[src/rtl/ula_arbitro.sv]
// ula_arbitro: round-robin arbiter and sequencer sharing one ula between two
// requesters. One operation is in flight at a time:
// accept (OCIOSO) -> evaluate (EXEC) -> hold the response (RESP).
// Operands and selector going to the ula are registered. They change only on an
// accepting edge or on reset, so the combinational ula output is stable during EXEC.
module ula_arbitro #(
  parameter int   LARG     = 8,
  parameter logic PRIO_INI = 1'b0
) (
  input  logic            clk,
  input  logic            reset,
  input  logic [1:0]      req_valid,
  output logic [1:0]      req_ready,
  input  logic [3:0]      req_sel0,
  input  logic [3:0]      req_sel1,
  input  logic [LARG-1:0] req_a0,
  input  logic [LARG-1:0] req_a1,
  input  logic [LARG-1:0] req_b0,
  input  logic [LARG-1:0] req_b1,
  output logic [1:0]      resp_valid,
  input  logic [1:0]      resp_ready,
  output logic [LARG-1:0] resp_s,
  output logic            resp_err,
  output logic [LARG-1:0] ula_a,
  output logic [LARG-1:0] ula_b,
  output logic [3:0]      ula_sel,
  input  logic [LARG-1:0] ula_s
);

  // FSM encoding
  localparam logic [1:0] OCIOSO = 2'b00;
  localparam logic [1:0] EXEC   = 2'b01;
  localparam logic [1:0] RESP   = 2'b10;

  // Selector codes from this value upward are not defined operations of the ula
  localparam logic [3:0] SEL_INVALID_MIN = 4'b1010;

  // Returns the one-hot response/ready vector for a requester index
  function automatic logic [1:0] port_onehot(input logic idx);
    port_onehot = idx ? 2'b10 : 2'b01;
  endfunction

  logic [1:0]      state_r;
  logic [1:0]      state_nxt_s;
  logic            prio_r;       // requester that wins under contention
  logic            grant_r;      // requester owning the in-flight operation
  logic            win_s;        // winner of the current idle cycle
  logic            win_ok_s;     // an operation is accepted this cycle
  logic [1:0]      ready_s;
  logic [3:0]      win_sel_s;
  logic [LARG-1:0] win_a_s;
  logic [LARG-1:0] win_b_s;
  logic            resp_done_s;  // granted requester consumes the response

  logic [LARG-1:0] ula_a_r;
  logic [LARG-1:0] ula_b_r;
  logic [3:0]      ula_sel_r;
  logic [LARG-1:0] resp_s_r;
  logic            resp_err_r;
  logic [1:0]      resp_valid_r;

  // Grant selection: a lone requester wins outright; under contention the pointer decides
  always_comb begin
    win_s    = 1'b0;
    win_ok_s = 1'b0;
    ready_s  = 2'b00;
    if (state_r == OCIOSO) begin
      case (req_valid)
        2'b01: begin
          win_s    = 1'b0;
          win_ok_s = 1'b1;
        end
        2'b10: begin
          win_s    = 1'b1;
          win_ok_s = 1'b1;
        end
        2'b11: begin
          win_s    = prio_r;
          win_ok_s = 1'b1;
        end
        default: begin
          win_s    = 1'b0;
          win_ok_s = 1'b0;
        end
      endcase
      if (win_ok_s) begin
        ready_s = port_onehot(win_s);
      end else begin
        ready_s = 2'b00;
      end
    end else begin
      win_ok_s = 1'b0;
      ready_s  = 2'b00;
    end
  end

  // Operand mux: forward the winner's selector and operands toward the ula registers
  always_comb begin
    win_sel_s = req_sel0;
    win_a_s   = req_a0;
    win_b_s   = req_b0;
    if (win_s) begin
      win_sel_s = req_sel1;
      win_a_s   = req_a1;
      win_b_s   = req_b1;
    end else begin
      win_sel_s = req_sel0;
      win_a_s   = req_a0;
      win_b_s   = req_b0;
    end
  end

  // Response completion: only the granted requester's resp_ready is looked at
  always_comb begin
    resp_done_s = 1'b0;
    if (state_r == RESP) begin
      resp_done_s = resp_ready[grant_r];
    end else begin
      resp_done_s = 1'b0;
    end
  end

  // Next-state logic: EXEC always lasts exactly one cycle
  always_comb begin
    state_nxt_s = state_r;
    case (state_r)
      OCIOSO: begin
        if (win_ok_s) begin
          state_nxt_s = EXEC;
        end else begin
          state_nxt_s = OCIOSO;
        end
      end
      EXEC: begin
        state_nxt_s = RESP;
      end
      RESP: begin
        if (resp_done_s) begin
          state_nxt_s = OCIOSO;
        end else begin
          state_nxt_s = RESP;
        end
      end
      default: begin
        state_nxt_s = OCIOSO;
      end
    endcase
  end

  // State, grant owner and round-robin pointer; the pointer moves on every accept
  always_ff @(posedge clk) begin
    if (reset) begin
      state_r <= OCIOSO;
      prio_r  <= PRIO_INI;
      grant_r <= 1'b0;
    end else begin
      state_r <= state_nxt_s;
      if (win_ok_s) begin
        grant_r <= win_s;
        prio_r  <= ~win_s;
      end
    end
  end

  // ula input registers: loaded only on an accepting edge
  always_ff @(posedge clk) begin
    if (reset) begin
      ula_a_r   <= {LARG{1'b0}};
      ula_b_r   <= {LARG{1'b0}};
      ula_sel_r <= 4'b0000;
    end else if (win_ok_s) begin
      ula_a_r   <= win_a_s;
      ula_b_r   <= win_b_s;
      ula_sel_r <= win_sel_s;
    end
  end

  // Response registers: capture at the end of EXEC and hold until the handshake completes
  always_ff @(posedge clk) begin
    if (reset) begin
      resp_s_r     <= {LARG{1'b0}};
      resp_err_r   <= 1'b0;
      resp_valid_r <= 2'b00;
    end else if (state_r == EXEC) begin
      resp_s_r     <= ula_s;
      resp_err_r   <= (ula_sel_r >= SEL_INVALID_MIN);
      resp_valid_r <= port_onehot(grant_r);
    end else if (resp_done_s) begin
      resp_valid_r <= 2'b00;
    end
  end

  assign req_ready  = ready_s;
  assign ula_a      = ula_a_r;
  assign ula_b      = ula_b_r;
  assign ula_sel    = ula_sel_r;
  assign resp_s     = resp_s_r;
  assign resp_err   = resp_err_r;
  assign resp_valid = resp_valid_r;

endmodule
[config.mk]
export PLATFORM = sky130hd
export DESIGN_NAME = ula_arbitro
export DESIGN_NICKNAME = d
export VERILOG_FILES = /design/src/rtl/ula_arbitro.sv
export SDC_FILE = /design/constraint.sdc
export NUM_CORES = 1
export LEC_CHECK = 0
export CAP_MARGIN = 10
export CORE_MARGIN = 1
export CORE_UTILIZATION = 42
export CTS_BUF_LIST = sky130_fd_sc_hd__clkbuf_4 sky130_fd_sc_hd__clkbuf_8
export CTS_CLUSTER_DIAMETER = 100
export DETAILED_ROUTE_END_ITERATION = 10
export PLACE_DENSITY = 0.92
export SETUP_SLACK_MARGIN = 0.3
export SLEW_MARGIN = 20
export SYNTH_ARGS = -nofsm -noshare
export SYNTH_HDL_FRONTEND = slang
export SYNTH_SLANG_ARGS = --single-unit
export TNS_END_PERCENT = 50
[constraint.sdc]
create_clock -name clk -period 2.1 [get_ports clk]
set_clock_uncertainty 0.1 [all_clocks]
set_input_delay 0.315 -clock clk [delete_from_list [all_inputs] [get_ports clk]]
set_output_delay 0.315 -clock clk [all_outputs]
set_load 0.02 [all_outputs]
; Word level (Yosys, flattened, before mapping)
; Index checks and enable logic that the tools add are counted.
; W data, S select, Z words.
[op_classes]
n_addsub = 0
multipliers = 0
div = 0
magnitude_cmp = 2
n_eq_ne = 5
n_shift = 0
mux = 21
n_bitwise = 1
n_reduce_logical = 3
[op_table]
columns = op, count
row1 = $mux W8, 2
row2 = $mux W2, 7
row3 = $mux W1, 9
row4 = $eq A2 B2 Y1 const B, 3
row5 = $pmux W2 S3, 1
row6 = $eq A2 B1 Y1 const B, 2
row7 = $ge A4 B4 Y1 const B, 1
row8 = $mux W4, 1
row9 = $reduce_or A3 Y1, 1
row10 = $logic_not A2 Y1, 1
row11 = $lt A1 B2 Y1 const B, 1
row12 = $pmux W1 S2, 1
row13 = $reduce_bool A2 Y1, 1
row14 = $not A1 Y1, 1
[word_totals]
register_bits = 35
latchBits = 0
ramBits = 0
rom_bits = 0
inputBits = 54
out_inout_bits = 33
wordCells = 41
n_memories = 0

; Longest topological paths before layout
; Gate-level depths: netlist of the first run.
[depth]
ltp_word = 7
depth_mapped = 4
depth_no_buf = 3

; Worst setup path before layout of the first run
; No wires, ideal clock.
[synth_path]
path_kind = register to output
start = register state_r[1]
end = output req_ready[0]
arrival_ns = 0.997
required_time_ns = 1.685
slack_ns = 0.688
path_stages_with_launch = 5
n_path_buf = 1
path_cell_list = dfxtp_1 > a211oi_2 > buf_4 > nand2_1 > inv_1
[synth_between]
elab_chain_cells = 2
[synth_lines]
columns = item, line
row1 = "start, declared", 43  ; logic [1:0] state_r;
row2 = "start signal, assigned", 157  ; state_r <= state_nxt_s;
row3 = $logic_not A2 Y1, 67  ; if (state_r == OCIOSO) begin
row4 = $mux W2, 67
row5 = "end, declared", 13  ; output logic [1:0] req_ready,
; No other way between the ends.

; Worst setup path after layout of the first run
[layout_path]
start = register ula_sel_r[2], in the netlist ula_sel[2]
end = output ula_sel[2]
[layout_rtl]
columns = item, line
row1 = "start, declared", 57  ; logic [3:0] ula_sel_r;
row2 = "start signal, assigned", 174  ; ula_sel_r <= win_sel_s;
row3 = "end, declared", 26  ; output logic [3:0] ula_sel,
; No word-level cell between the ends.

==> results of run 1 <==
==> power groups by stage <==
stage | Clock [uW] | Sequential (uW) | Combinational [uW]
floorplan | 0 | 831 | 201
global route | 416 | 766 | 551
CTS | 385 | 758 | 516
global placement | 0 | 771 | 508
finish | 377 | 758 | 516
detailed placement | 0 | 772 | 518
==> repair_timing <==
| item | 4_1_cts | 5_1_grt |
|---|---|---|
| setup endpoints to repair | 2 | 6 |
| pin swaps | 1 | 0 |
| gates resized for setup | 6 | 4 |
==> sequential cells by signal, summed over array words and instances (netlist names) <==
signal and cells:
grant_r 1, prio_r 1, resp_err 1, resp_s 8
resp_valid 2, state_r 2, ula_a 8, ula_b 8
ula_sel 4
==> worst reg2reg max path, cell delays in order (launching register included) <==
cell and delay [ns]:
dfxtp_1 0.45, or2_1 0.67, o21ai_1 0.18, a31oi_1 0.21
==> stage by stage <==
stage | util (%) | std cells | total power [uW]
2_1_floorplan | - | 188 | 1030
3_3_place_gp | 71.5 | 312 | 1280
3_5_place_dp | 71.5 | 312 | 1290
4_1_cts | 73.0 | 320 | 1660
5_1_grt | 73.1 | 320 | 1730
6_report | 73.1 | 320 | 1650
==> final cells by class <==
class / count / area, sq um / area share [%]
timing repair buffer: 98 / 946 / 38.2
sequential: 35 / 702 / 28.3
tap: 46 / 57.6 / 2.32
inverter: 2 / 7.51 / 0.303
clock buffer: 6 / 45.0 / 1.82
multi-input combinational: 131 / 706 / 28.5
clock inverter: 2 / 12.5 / 0.505
==> cell usage after synthesis (all sizes together) <==
| library cell | instances | share of area [%] |
|---|---|---|
| a211oi | 2 | 1.3 |
| buf | 12 | 4.8 |
| clkbuf | 8 | 2.0 |
| mux2i | 1 | 0.66 |
| nor2b | 1 | 0.41 |
| dfxtp | 35 | 46 |
| nand2 | 18 | 4.5 |
| nand3 | 21 | 6.9 |
| o21bai | 1 | 0.50 |
| nand2b | 3 | 1.2 |
| nand3b | 1 | 0.50 |
| o211ai | 1 | 0.50 |
| nand4 | 20 | 8.3 |
| o21ai | 22 | 7.3 |
| nor2 | 5 | 1.2 |
| inv | 2 | 0.50 |
| nor3 | 2 | 0.66 |
| a31oi | 20 | 8.3 |
| a21oi | 12 | 4.0 |
| or2 | 1 | 0.41 |
==> metal layers <==
metal / global-route usage, % / routed length [microns]
met5: 0 / 0
met4: 14.0 / 175
met3: 7.87 / 263
met2: 45.6 / 2600
met1: 30.8 / 1890
==> cell families (layout without fill, tap and decap cells) <==
family	Yosys count	in the layout
multiplexers	1	1
AO/OA/AOI/OAI	58	58
flip-flops	35	35
AND/OR/NAND/NOR	72	72
buffers and inverters	22	108
==> worst max-delay path by stage <==
| stage | start | end | slack, ns | depth (start not counted) |
|---|---|---|---|---|
| after floorplan | state_r[1] | req_ready[0] | 0.69 | 4 |
| after global placement | req_valid[1] | req_ready[0] | -0.08 | 5 |
| after detailed placement | req_valid[1] | req_ready[0] | -0.1 | 5 |
| after CTS | req_valid[1] | req_ready[1] | 0.27 | 5 |
| after global routing | state_r[0] | ula_sel[2] | 0.29 | 3 |
| final | ula_sel[2] | ula_sel[2] | 0.36 | 1 |
==> results by group, run 1 <==
Global route
  – Total track usage: a little over a quarter
  – Via count of the first global-routing pass: roughly 1600
  – Number of antenna violations at the first check in global routing: 0
  – Global-route wire length before repair: roughly 7400 microns
  – Gr ovfl total: 0
  – Maximum number of pins on one net before global-route repair: 24

Floorplanning
  – I/O pin total: 87
  – Initial core utilization: 44.7%
  – Die area: 3860 sq um
  – Horizontal die dimension: a little over 60 microns
  – Overall die height: a little over 60 microns
  – Site row count: 21
  – Placeable core region: ~3400 sq um

STA
  – Final Hold Vio Count: 0
  – Unrepaired setup endpoints after global routing: true
  – Pins over their slew limit: 0
  – Aggregate negative setup slack: 0 ns
  – Final hold slack: 0.361 ns
  – PnR worst setup slack: between 0.3 and 0.4 ns
  – Minimum clock period after layout: approximately 1.7 ns
  – Max-Slew Margin vs Limit: ~46%
  – Share of the clock period used by the worst path after layout: between 80 and 90%
  – Actual transition at the worst max-transition pin: approximately 0.8 ns
  – FMAX: around 0.57 GHz
  – Final setup fails: 0

Setup path
  – Required time worst endpoint: ~1.7 ns
  – Delay-heaviest family, CP: buffers and inverters
  – Endpoint of the lowest-slack register-to-register path: ula_sel[2]
  – Classification of the worst setup path: register to primary output
  – Critical Path Fanout Max: 3
  – Cell at the slowest stage of the critical path: clkdlybuf4s50_1
  – Startpoint of the most critical register-to-register path: state_r[0]
  – Maximum cell stage delay along the critical path: roughly 0.61 ns
  – Cell count of the worst reg-to-reg path: 3
  – Type of origin of the critical path: register
  – R2R setup slack: roughly 0.42 ns
  – Cell-by-cell trace of the critical path: clkdlybuf4s50_1
  – Buffer and inverter count on the worst path: 1
  – Endpoint arrival time on the critical path: around 1.3 ns
  – CP endpoint kind: primary output

Yosys
  – Synthesis-stage register bit count: 35
  – Distinct cells, synth: 22
  – Synthesized instance count: around 190
  – Mapped cell area: roughly 1500 sq um
  – Synthesized-area fraction occupied by ao, oa, aoi and oai cells: 21.8%
  – Basic-gate share of the synthesized area counting and, or, nand and nor cells: 24.1%
  – Sequential area share after synthesis: a little under half
  – Synthesized area per cell: around 8.1 sq um
  – XOR/XNOR Fraction of Synth Area: 0%
  – Net count after synthesis: ~240
  – Yosys synthesis warning count: 0
  – Synthesized-area fraction occupied by adder cells: 0%
  – Share of synthesized area spent on multiplexers: less than 1%
  – Main combinational cell family by area after synthesis: simple AND/OR/NAND/NOR gates

Power and ir drop
  – VDD IR max: 0.000414 V
  – P_sw: between 500 and 600 uW
  – Share of power burned in registers: 45.9%
  – Internal power: around 1100 uW
  – Power per cell area: between 600 and 700 nW/um^2
  – Proportion of power drawn by combinational gates: a little under a third
  – Sw Share: 32.4%
  – Relative contribution of the clock network to total power: 22.8%
  – Leak: ~0.00090 uW

Worst hold path
  – Launch instance of the worst min-delay path: resp_s[4]
  – Min-delay worst type: register to register
  – Worst hold path depth: 2
  – Hold Path End: resp_s[4]

Routing
  – Number of nets still failing antenna checks after routing: 0
  – Starting DRC count in detailed routing: 110
  – TritonRoute pass-1 iters: 5
  – DRC: 0
  – Wire length reported by the detailed router: between 4000 and 5000 microns
  – Via count: ~1800
  – Per-cell routed wire length: around 15 microns
  – Via-to-Cell Ratio: roughly 5.6

Cells and area
  – Most common cell after layout, fill and taps aside: clkdlybuf4s50_1
  – Fraction of layout instances using a drive strength above 1: approximately 9%
  – Final non-filler cell area: 2480 sq um
  – Leading cell types in the layout, fill and taps excluded: clkdlybuf4s50_1 (82), dfxtp_1 (34), o21ai_1 (22)
  – NumNets Final: 327
  – Filler Cell Count: around 270
  – Area grow syn2layout: 63.3%
  – Number of diodes: 0

Clock network
  – Clock input transition at the sequential cells of the worst setup and hold paths: ~0.12 ns
  – Htree depth: 2
  – Count of buffers added by post-CTS timing repair for setup: 0
  – Master cell of the clock root buffer: clkbuf_4
  – TritonCTS clock tree: yes
  – CTS buffer count: 5
  – Hold Buf Count CTS: 0
  – Clock sink total: 35
  – Clock latency of the later-clocked register in the worst-skew pair: approximately 0.35 ns
  – Largest buffer count on any clock path: 2

Placement
  – Count of port buffers added during placement: 86
  – HPWL after detailed placement: between 3000 and 4000 microns
  – Setup Slack @ Placement: -0.0984 ns
  – Placement Cell Area: approximately 2400 sq um
  – Global placer's final weighted congestion: between 0.7 and 0.8

Run
  – Number of maximum-capacitance violations: 0

Outcome
  – Result of the run: finished clean
No activity file was read; power rests on OpenSTA's default activity.
==> inputs of run 2 (changes only) <==
--- a/config.mk
+++ b/config.mk
@@ -7,11 +7,11 @@
 export LEC_CHECK = 0
 export CAP_MARGIN = 10
 export CORE_MARGIN = 1
-export CORE_UTILIZATION = 42
+export CORE_UTILIZATION = 35
 export CTS_BUF_LIST = sky130_fd_sc_hd__clkbuf_4 sky130_fd_sc_hd__clkbuf_8
 export CTS_CLUSTER_DIAMETER = 100
 export DETAILED_ROUTE_END_ITERATION = 10
-export PLACE_DENSITY = 0.92
+export PLACE_DENSITY = 0.83
 export SETUP_SLACK_MARGIN = 0.3
 export SLEW_MARGIN = 20
 export SYNTH_ARGS = -nofsm -noshare
==> constraint.sdc (replaced) <==
create_clock -name clk -period 1.6 [get_ports clk]
set_clock_uncertainty 0.1 [all_clocks]
set_input_delay 0.24 -clock clk [delete_from_list [all_inputs] [get_ports clk]]
set_output_delay 0.24 -clock clk [all_outputs]
set_load 0.02 [all_outputs]
==> run 2 against run 1 <==
Effect of this change: count of clock-buffer cells in the layout up 2; sequential power up 33%; critical path depth up 7; global-route usage down 1.4 points; die area up 19%; setup slack worse by 0.35 ns; via count up 5.3%; sequential share of layout area down 4.3 points; non-clock buffer count up 15; combinational power up 86%; power up 64%; register-to-register slack worse by 0.41 ns; critical endpoint is now ula_a[5]; largest power group unchanged; highest routed layer unchanged.
==> results by group, run 2 (same netlist as run 1, synthesis figures left out) <==
Placement
  – Number of instances in the placed design: 319 (was 312)
  – HPWL after detailed placement: 3290 microns (was 3470 microns)
  – Count of port buffers added during placement: 86 (unchanged)
  – Global placer's final weighted congestion: 0.755 (was 0.760)
  – Placement Cell Area: 2460 sq um (was 2420 sq um)

Clock network
  – Clock sink total: 35 (unchanged)
  – Master cell of the clock root buffer: clkbuf_8 (was clkbuf_4)
  – Clock input transition at the sequential cells of the worst setup and hold paths: 0.07 ns (was 0.12 ns)
  – TritonCTS clock tree: yes (unchanged)
  – Largest buffer count on any clock path: 2 (unchanged)
  – Hold Buf Count CTS: 0 (unchanged)
  – Htree depth: 2 (unchanged)
  – CTS buffer count: 5 (unchanged)
  – Clock latency of the later-clocked register in the worst-skew pair: 0.30 ns (was 0.35 ns)

Routing
  – Starting DRC count in detailed routing: 184 (was 110)
  – Per-cell routed wire length: 18.0 microns (was 15.4 microns)
  – TritonRoute pass-1 iters: 4 (was 5)
  – Number of nets still failing antenna checks after routing: 0 (unchanged)
  – Via-to-Cell Ratio: 5.60 (was 5.64)
  – Wire length reported by the detailed router: 6110 microns (was 4930 microns)
  – Via count: 1900 (was 1805)
  – DRC: 0 (unchanged)

STA
  – Max-Slew Margin vs Limit: 80.5% (was 46.3%)
  – FMAX: between 0.6 and 0.7 GHz
  – Share of the clock period used by the worst path after layout: 99.6%
  – Unrepaired setup endpoints after global routing: true (unchanged)
  – Actual transition at the worst max-transition pin: 0.293 ns (was 0.805 ns)
  – Final setup fails: 0 (unchanged)
  – Pins over their slew limit: 0 (unchanged)
  – Minimum clock period after layout: around 1.6 ns
  – Final Hold Vio Count: 0 (unchanged)

Cells and area
  – Number of diodes: 0 (unchanged)
  – Area grow syn2layout: 93.7% (was 63.3%)
  – Most common cell after layout, fill and taps aside: clkdlybuf4s50_1 (unchanged)
  – NumNets Final: 342 (was 327)
  – Finished Layout Cells: 339 (was 320)
  – Leading cell types in the layout, fill and taps excluded: clkdlybuf4s50_1 (51), dfxtp_1 (32), o21ai_1 (21) (was clkdlybuf4s50_1 (82), dfxtp_1 (34), o21ai_1 (22))
  – Fraction of layout instances using a drive strength above 1: 29.1% (was 8.76%)
  – Filler Cell Count: 290 (was 269)
  – Final non-filler cell area: 2940 sq um (was 2480 sq um)

Global route
  – Maximum number of pins on one net before global-route repair: 24 (unchanged)
  – Total track usage: 25.6% (was 27.0%)
  – Number of antenna violations at the first check in global routing: 0 (unchanged)
  – Global-route wire length before repair: 8500 microns (was 7400 microns)
  – Via count of the first global-routing pass: 1832 (was 1643)
  – Gr ovfl total: 0 (unchanged)

Worst hold path
  – Min-delay worst type: register to register (unchanged)

Floorplanning
  – Site row count: 23 (was 21)
  – Overall die height: 67.8 microns (was 62.1 microns)
  – Initial core utilization: 37.1% (was 44.7%)
  – Die area: 4600 sq um (was 3860 sq um)
  – Horizontal die dimension: 67.8 microns (was 62.1 microns)
  – I/O pin total: 87 (unchanged)
  – Placeable core region: 4090 sq um (was 3390 sq um)

Setup path
  – Cell-by-cell trace of the critical path: a211oi_4, buf_4, buf_6, buf_8, buf_12, buf_16, nand3_2, a31oi_1 (was clkdlybuf4s50_1)
  – Critical Path Fanout Max: 5 (was 3)
  – Required time worst endpoint: 1.71 ns (was 1.68 ns)
  – Cell at the slowest stage of the critical path: dfxtp_4 (was clkdlybuf4s50_1)
  – Classification of the worst setup path: register to register (was register to primary output)
  – Type of origin of the critical path: register (unchanged)
  – CP endpoint kind: register (was primary output)
  – Endpoint arrival time on the critical path: 1.71 ns (was 1.33 ns)
  – Maximum cell stage delay along the critical path: 0.36 ns (was 0.61 ns)

Power and ir drop
  – Power per cell area: 920 nW/um^2 (was 667 nW/um^2)
  – Leak: 0.00132 uW (was 0.000901 uW)
  – VDD IR max: 0.000512 V (was 0.000414 V)

Outcome
  – Result of the run: finished clean (unchanged)

Run
  – Number of maximum-capacitance violations: 0 (unchanged)
-- run 2: cell types whose count changed in the layout (fill, tap and decap cells not counted), sizes merged --
| cell | before | now |
|---|---|---|
| clkdlybuf4s50 | 82 | 51 |
| clkinv | 1 | 0 |
| buf | 13 | 30 |
| clkinvlp | 1 | 0 |
| dlymetal6s2s | 2 | 15 |
| clkbuf | 7 | 19 |
| clkdlybuf4s15 | 0 | 4 |
| dlygate4sd2 | 0 | 2 |
-- run 2: worst max-delay path: cells and delay by family, from the launching register on --
family | cells | cell delay, ns
buffers and inverters | 5 | 0.57
AO/OA/AOI/OAI | 2 | 0.41
flip-flops | 1 | 0.36
AND/OR/NAND/NOR | 1 | 0.07
-- run 2: final timing paths --
check / slack (ns) / start / cells after the start / end
max: 0.006 / state_r[0] / 8 / ula_a[5]
min: 0.35 / resp_s[6] / 2 / resp_s[6]
max reg2reg: 0.006 / state_r[0] / 8 / ula_a[5]
min reg2reg: 0.35 / resp_s[6] / 2 / resp_s[6]
-- run 2: timing repair --
item,in CTS,in global routing
setup endpoints to repair,58,65
gates cloned,3,0
hold endpoints to repair,0,0
buffers inserted,8,1
pin swaps,7,18
resized for setup,63,65
-- run 2: layer usage --
metal	part of all wire, %	track usage (%)	up-vias
li1	-	-	898
met1	39	29.7	893
met3	6.1	9.17	21
met4	3.2	17.2	0
met2	51	39.2	88
met5	0	0	-
-- run 2: through the flow --
| step | setup slack, ns | utilization [%] | total power, uW | TNS (ns) | hold slack [ns] |
|---|---|---|---|---|---|
| 2_1_floorplan | 0.307 | - | 1360 | 0 | 0.276 |
| 3_3_place_gp | -0.425 | 60.3 | 1700 | -5.12 | 0.340 |
| 3_5_place_dp | -0.453 | 60.3 | 1710 | -6.00 | 0.344 |
| 4_1_cts | 0.0343 | 68.7 | 2600 | 0 | 0.349 |
| 5_1_grt | -0.0312 | 71.9 | 2810 | -0.194 | 0.375 |
| 6_report | 0.00602 | 71.9 | 2700 | 0 | 0.353 |
-- run 2: area by class of cell --
type,count,area [sq um],share of cell area [%]
tap,50,62.6,2.13
inverter,2,7.51,0.256
multi-input combinational,131,880,29.9
timing repair buffer,113,1180,40.1
clock buffer,8,104,3.53
sequential,35,707,24.1
-- run 2: where the power goes --
part | internal [uW] | switching, uW
sequential | 949 | 57.4
combinational | 502 | 456
clock | 410 | 329
total | 1860 | 842
==> RTL change 1: new RTL, flow settings as in run 2 <==
Put one more register stage on the output `resp_err`, without a reset. The value now appears one clock later. The other outputs are not delayed to match.
--- a/src/rtl/ula_arbitro.sv
+++ b/src/rtl/ula_arbitro.sv
@@ -195,7 +195,9 @@
   assign ula_b      = ula_b_r;
   assign ula_sel    = ula_sel_r;
   assign resp_s     = resp_s_r;
-  assign resp_err   = resp_err_r;
+  always_ff @(posedge clk) begin
+    resp_err <= resp_err_r;
+  end
   assign resp_valid = resp_valid_r;
 
 endmodule
Behaviour: not the same (a bounded check fails within 4 cycles, from zero or initial values and one cycle with reset high).
==> RTL change 1 against run 2 <==
Power fell by 8.4%; setup slack better by 0.12 ns; cell area decreased by 5.9%; routed wire length shrank 12%; sequential share of layout area grew 2.2 points; hold slack worse by 0.095 ns; synthesized area grew 1.3%; combinational power fell by 19%; sequential cell count is 1 higher; largest cell class unchanged; largest power group unchanged; highest routed layer unchanged.
==> RTL change 1: results (changes against run 2) <==
----------------------------------------------------
[Layout]
  Clock tree cell share of total cell area ... 0.0335 (-0.00185)
  Final-stage net count ... 337 (-1.5%)
  Number of flip-flops and latches ... 36 (+2.9%)
  Portion of the layout cell area used by non-clock buffers ... 0.386 (-0.0151)
  Multi-input gate area in the final layout ... 808 um^2 (-8.1%)
  Clock Buffer Count ... 6 (-2)
  Fillcell total ... 350 (+21%)
  Proportion of layout cells with a drive suffix above 1 ... 0.232 (-0.0583)
  Flip-flop and latch share of the layout cell area ... 0.263 (+0.0224)

[Status]
  Result of the run ... finished clean

[Power]
  Leak Pwr ... 1.11 nW (-16%)
  VDD IR max ... 0.517 mV (+1.0%)
  Net switching fraction of the power ... 0.316 (+0.00427)

[Synth]
  Most numerous cell types in the synthesized netlist ... sky130_fd_sc_hd__dfxtp_1, sky130_fd_sc_hd__o21ai_1, sky130_fd_sc_hd__nand3_1, sky130_fd_sc_hd__a31oi_1, sky130_fd_sc_hd__nand4_1
  Synthesized Nets ... 243 (+0.41%)
  Biggest area contributors in the synthesized netlist ... sky130_fd_sc_hd__dfxtp_1, sky130_fd_sc_hd__a31oi_1, sky130_fd_sc_hd__nand4_1
  Seq/Total Area, Yosys ... 0.469 (+0.00701)
  Synthesis warning total ... 0 (unchanged)

[Routing]
  DR vias ... 1847 (-2.8%)
  Violation count after the first detailed-route iteration ... 154 (-16%)
  Final routed wire length divided by cell count ... 16.1 um (-11%)

[Setup path]
  Family with the most delay on the worst path ... flip-flops
  Worst-path maximum fanout ... 3 (-2)
  Slowest cell on crit path ... sky130_fd_sc_hd__dfxtp_2
  Maximum cell stage delay along the critical path ... 0.34 ns (-0.02 ns)

[STA]
  Worst-case headroom to the max-slew limit ... 0.834 (+0.0295)

[Placement]
  Detailed Place HPWL ... 3.40 mm (+3.2%)
  Port buffer count ... 86 (unchanged)
  Final estimated routing congestion in global placement ... 0.796 (+5.4%)
  Pre-CTS WS ... -0.450 ns (+0.00283 ns)

[CTS]
  Setup Fix Bufs, Post-CTS ... 1 (-7)
  Number of gates resized after cts ... 61 (-3.2%)

[Global route]
  Largest net degree at the start of global routing ... 22 (-8.3%)
  Global-route wire length before repair ... 7.72 mm (-9.2%)

----------------------------------------------------
## RTL change 1: power by group through the flow
stage          Sequential, mW  Combinational [mW]  Clock (mW)
2_1_floorplan            1.12               0.265           0
3_3_place_gp             1.04               0.694           0
3_5_place_dp             1.04               0.707           0
4_1_cts                  1.02               0.684       0.679
5_1_grt                  1.04               0.830       0.729
6_report                 1.03               0.774       0.675
## RTL change 1: worst reg2reg max path: cells and delay by family (launching register included)
kind / cells / cell delay [ns]
DFF: 1 / 0.36
and+or+nand+nor: 1 / 0.29
buffers and inverters: 2 / 0.28
AOI/OAI and AO/OA: 2 / 0.23
## RTL change 1: metrics by stage
stage / power [mW] / util / setup TNS, ns / instances / cell area, um^2
2_1_floorplan: 1.38 / - / 0 / 189 / 1540
3_3_place_gp: 1.73 / 0.604 / -4.94 / 322 / 2480
3_5_place_dp: 1.74 / 0.604 / -6.12 / 322 / 2480
4_1_cts: 2.38 / 0.628 / 0 / 331 / 2580
5_1_grt: 2.60 / 0.672 / 0 / 334 / 2760
6_report: 2.48 / 0.672 / 0 / 334 / 2760
## RTL change 1: cells by family after synthesis
logic type	Yosys count	share of synthesized area
multiplexers	1	0.00651
AND/OR/NAND/NOR	72	0.238
AO/OA/AOI/OAI	58	0.215
flip-flops	36	0.469
buffers and inverters	22	0.0717
## RTL change 1: worst paths after layout
| kind | from | end | slack, ns | depth (start not counted) |
|---|---|---|---|---|
| worst max-delay path | state_r[0] | req_ready[0] | 0.12 | 4 |
| worst min-delay path | resp_err_r | resp_err | 0.26 | 0 |
| worst max register to register | state_r[1] | ula_a[3] | 0.22 | 5 |
| worst min register to register | resp_err_r | resp_err | 0.26 | 0 |
## RTL change 1: per-layer routing
layer,GRT usage,share of wire
met1,0.273,0.42
met2,0.379,0.50
met3,0.0517,0.058
met4,0.104,0.024
met5,0,0
==> RTL change 2: new RTL, config.mk and constraints of run 2 <==
Made on the original files. Change the parameter `LARG` from 8 to 9.
--- a/src/rtl/ula_arbitro.sv
+++ b/src/rtl/ula_arbitro.sv
@@ -4,7 +4,7 @@
 // Operands and selector going to the ula are registered. They change only on an
 // accepting edge or on reset, so the combinational ula output is stable during EXEC.
 module ula_arbitro #(
-  parameter int   LARG     = 8,
+  parameter int   LARG     = 9,
   parameter logic PRIO_INI = 1'b0
 ) (
   input  logic            clk,
Interface: changed (8 resized); port bits go from 87 to 95. No check against the original RTL was run, so the function may have changed too.
==> RTL change 2 against run 2 <==
Synthesized cell count rose by 9.0%; setup slack better by 0.098 ns; sequential power increased by 7%; sequential cell count grew 3; highest routed layer unchanged; power down 4.1%; largest power group unchanged; routed wire length shrank 2.2%; synthesized area is 11% higher; cell area is 0.38% higher; the run now ends with design-rule violations left.
==> RTL change 2: results (changes against run 2) <==
----------------------------------------------------
[Status]
  Result of the run ... finished, violations left
  Violated checks ... design-rule violations

[Synth]
  Post-synthesis cell type count ... 27 (+23%)
  Seq/Total Area, Yosys ... 0.452 (-0.0100)
  Number of instances in the synthesized netlist ... 205 (+9.0%)
  Synthesized Nets ... 264 (+9.1%)
  Biggest area contributors in the synthesized netlist ... sky130_fd_sc_hd__dfxtp_1, sky130_fd_sc_hd__a31oi_1, sky130_fd_sc_hd__nand4_1

[Global route]
  Global-route met3 utilization ... 0.0436 (-0.0481)
  Global-route total usage across every layer ... 0.226 (-0.0292)
  GRT met1 Usage ... 0.283 (-0.0142)
  Number of global-route vias before repair ... 1897 (+3.5%)
  Largest net degree at the start of global routing ... 26 (+8.3%)
  Global-route wire length before repair ... 9.03 mm (+6.3%)

[Setup path]
  End of the worst register-to-register path ... ula_sel[2]
  Setup crit end ... req_ready[0]
  Length in cells of the worst reg-to-reg path ... 5 (-3)
  Maximum cell stage delay along the critical path ... 0.38 ns (+0.02 ns)
  Worst-path maximum fanout ... 4 (-1)

[Min path]
  Worst-case hold path end point ... resp_err

[Power]
  VDD IR max ... 0.493 mV (-3.7%)
  Total power divided by cell area ... 879 nW/um^2 (-4.5%)

[Placement]
  Pre-CTS WS ... -0.587 ns (-0.134 ns)
  Total placed cells including tap cells ... 342 (+7.2%)
  Port buffer count ... 94 (+9.3%)
  Detailed Place HPWL ... 3.82 mm (+16%)
  Final estimated routing congestion in global placement ... 0.751 (-0.53%)

[Routing]
  Violation count after the first detailed-route iteration ... 116 (-37%)
  DRT met1 WL ... 2.43 mm (+1.4%)
  DRC violation count after routing ... 3 (+3)
  DR vias ... 1995 (+5.0%)

[STA]
  Hold_ws ... 0.349 ns (-0.00403 ns)

[Layout]
  Number of flip-flops and latches ... 38 (+8.6%)
  Portion of the layout cell area used by non-clock buffers ... 0.397 (-0.00365)
  Fillcell total ... 380 (+31%)
  Proportion of layout cells with a drive suffix above 1 ... 0.173 (-0.117)

----------------------------------------------------
==> RTL change 2: changes by cell type in the layout (fill, tap and decap cells not counted), moves of 4 or more <==
cell	delta
sky130_fd_sc_hd__buf_12	-4
sky130_fd_sc_hd__clkdlybuf4s50_1	+5
sky130_fd_sc_hd__nand2_2	-6
sky130_fd_sc_hd__o21ai_1	-18
sky130_fd_sc_hd__dlygate4sd2_1	+10
sky130_fd_sc_hd__nand3_2	-4
sky130_fd_sc_hd__o21ai_0	+21
sky130_fd_sc_hd__nand2_1	+8
sky130_fd_sc_hd__clkbuf_2	-11
sky130_fd_sc_hd__a31oi_1	+4
sky130_fd_sc_hd__nand3_1	+7
==> RTL change 2: worst register-to-register path: stages, from the launching register on <==
cell	delay, ns
sky130_fd_sc_hd__dfxtp_4	0.38
sky130_fd_sc_hd__a211oi_4	0.25
sky130_fd_sc_hd__buf_4	0.19
sky130_fd_sc_hd__clkbuf_16	0.16
sky130_fd_sc_hd__nand3_1	0.08
sky130_fd_sc_hd__a31oi_1	0.17
==> RTL change 2: repair_timing <==
item | in CTS | in global routing
buffers inserted | 1 | 4
setup endpoints to repair | 71 | 69
pin swaps | 1 | 3
resized for setup | 52 | 31
gates cloned | 1 | 2
==> RTL change 2: logic make-up (layout without fill, tap and decap cells) <==
kind of cell / after synthesis / count (layout) / share of synthesized area
buf+inv: 25 / 125 / 0.0877
mux: 1 / 1 / 0.00595
compound gates: 63 / 63 / 0.217
simple gates: 78 / 79 / 0.237
flops: 38 / 38 / 0.452
==> RTL change 2: where the power goes <==
group          switching (mW)  internal (mW)  total [mW]
logic                   0.417          0.409       0.826
registers              0.0516           1.03        1.08
clock network           0.339          0.346       0.685
total                   0.807           1.78        2.59
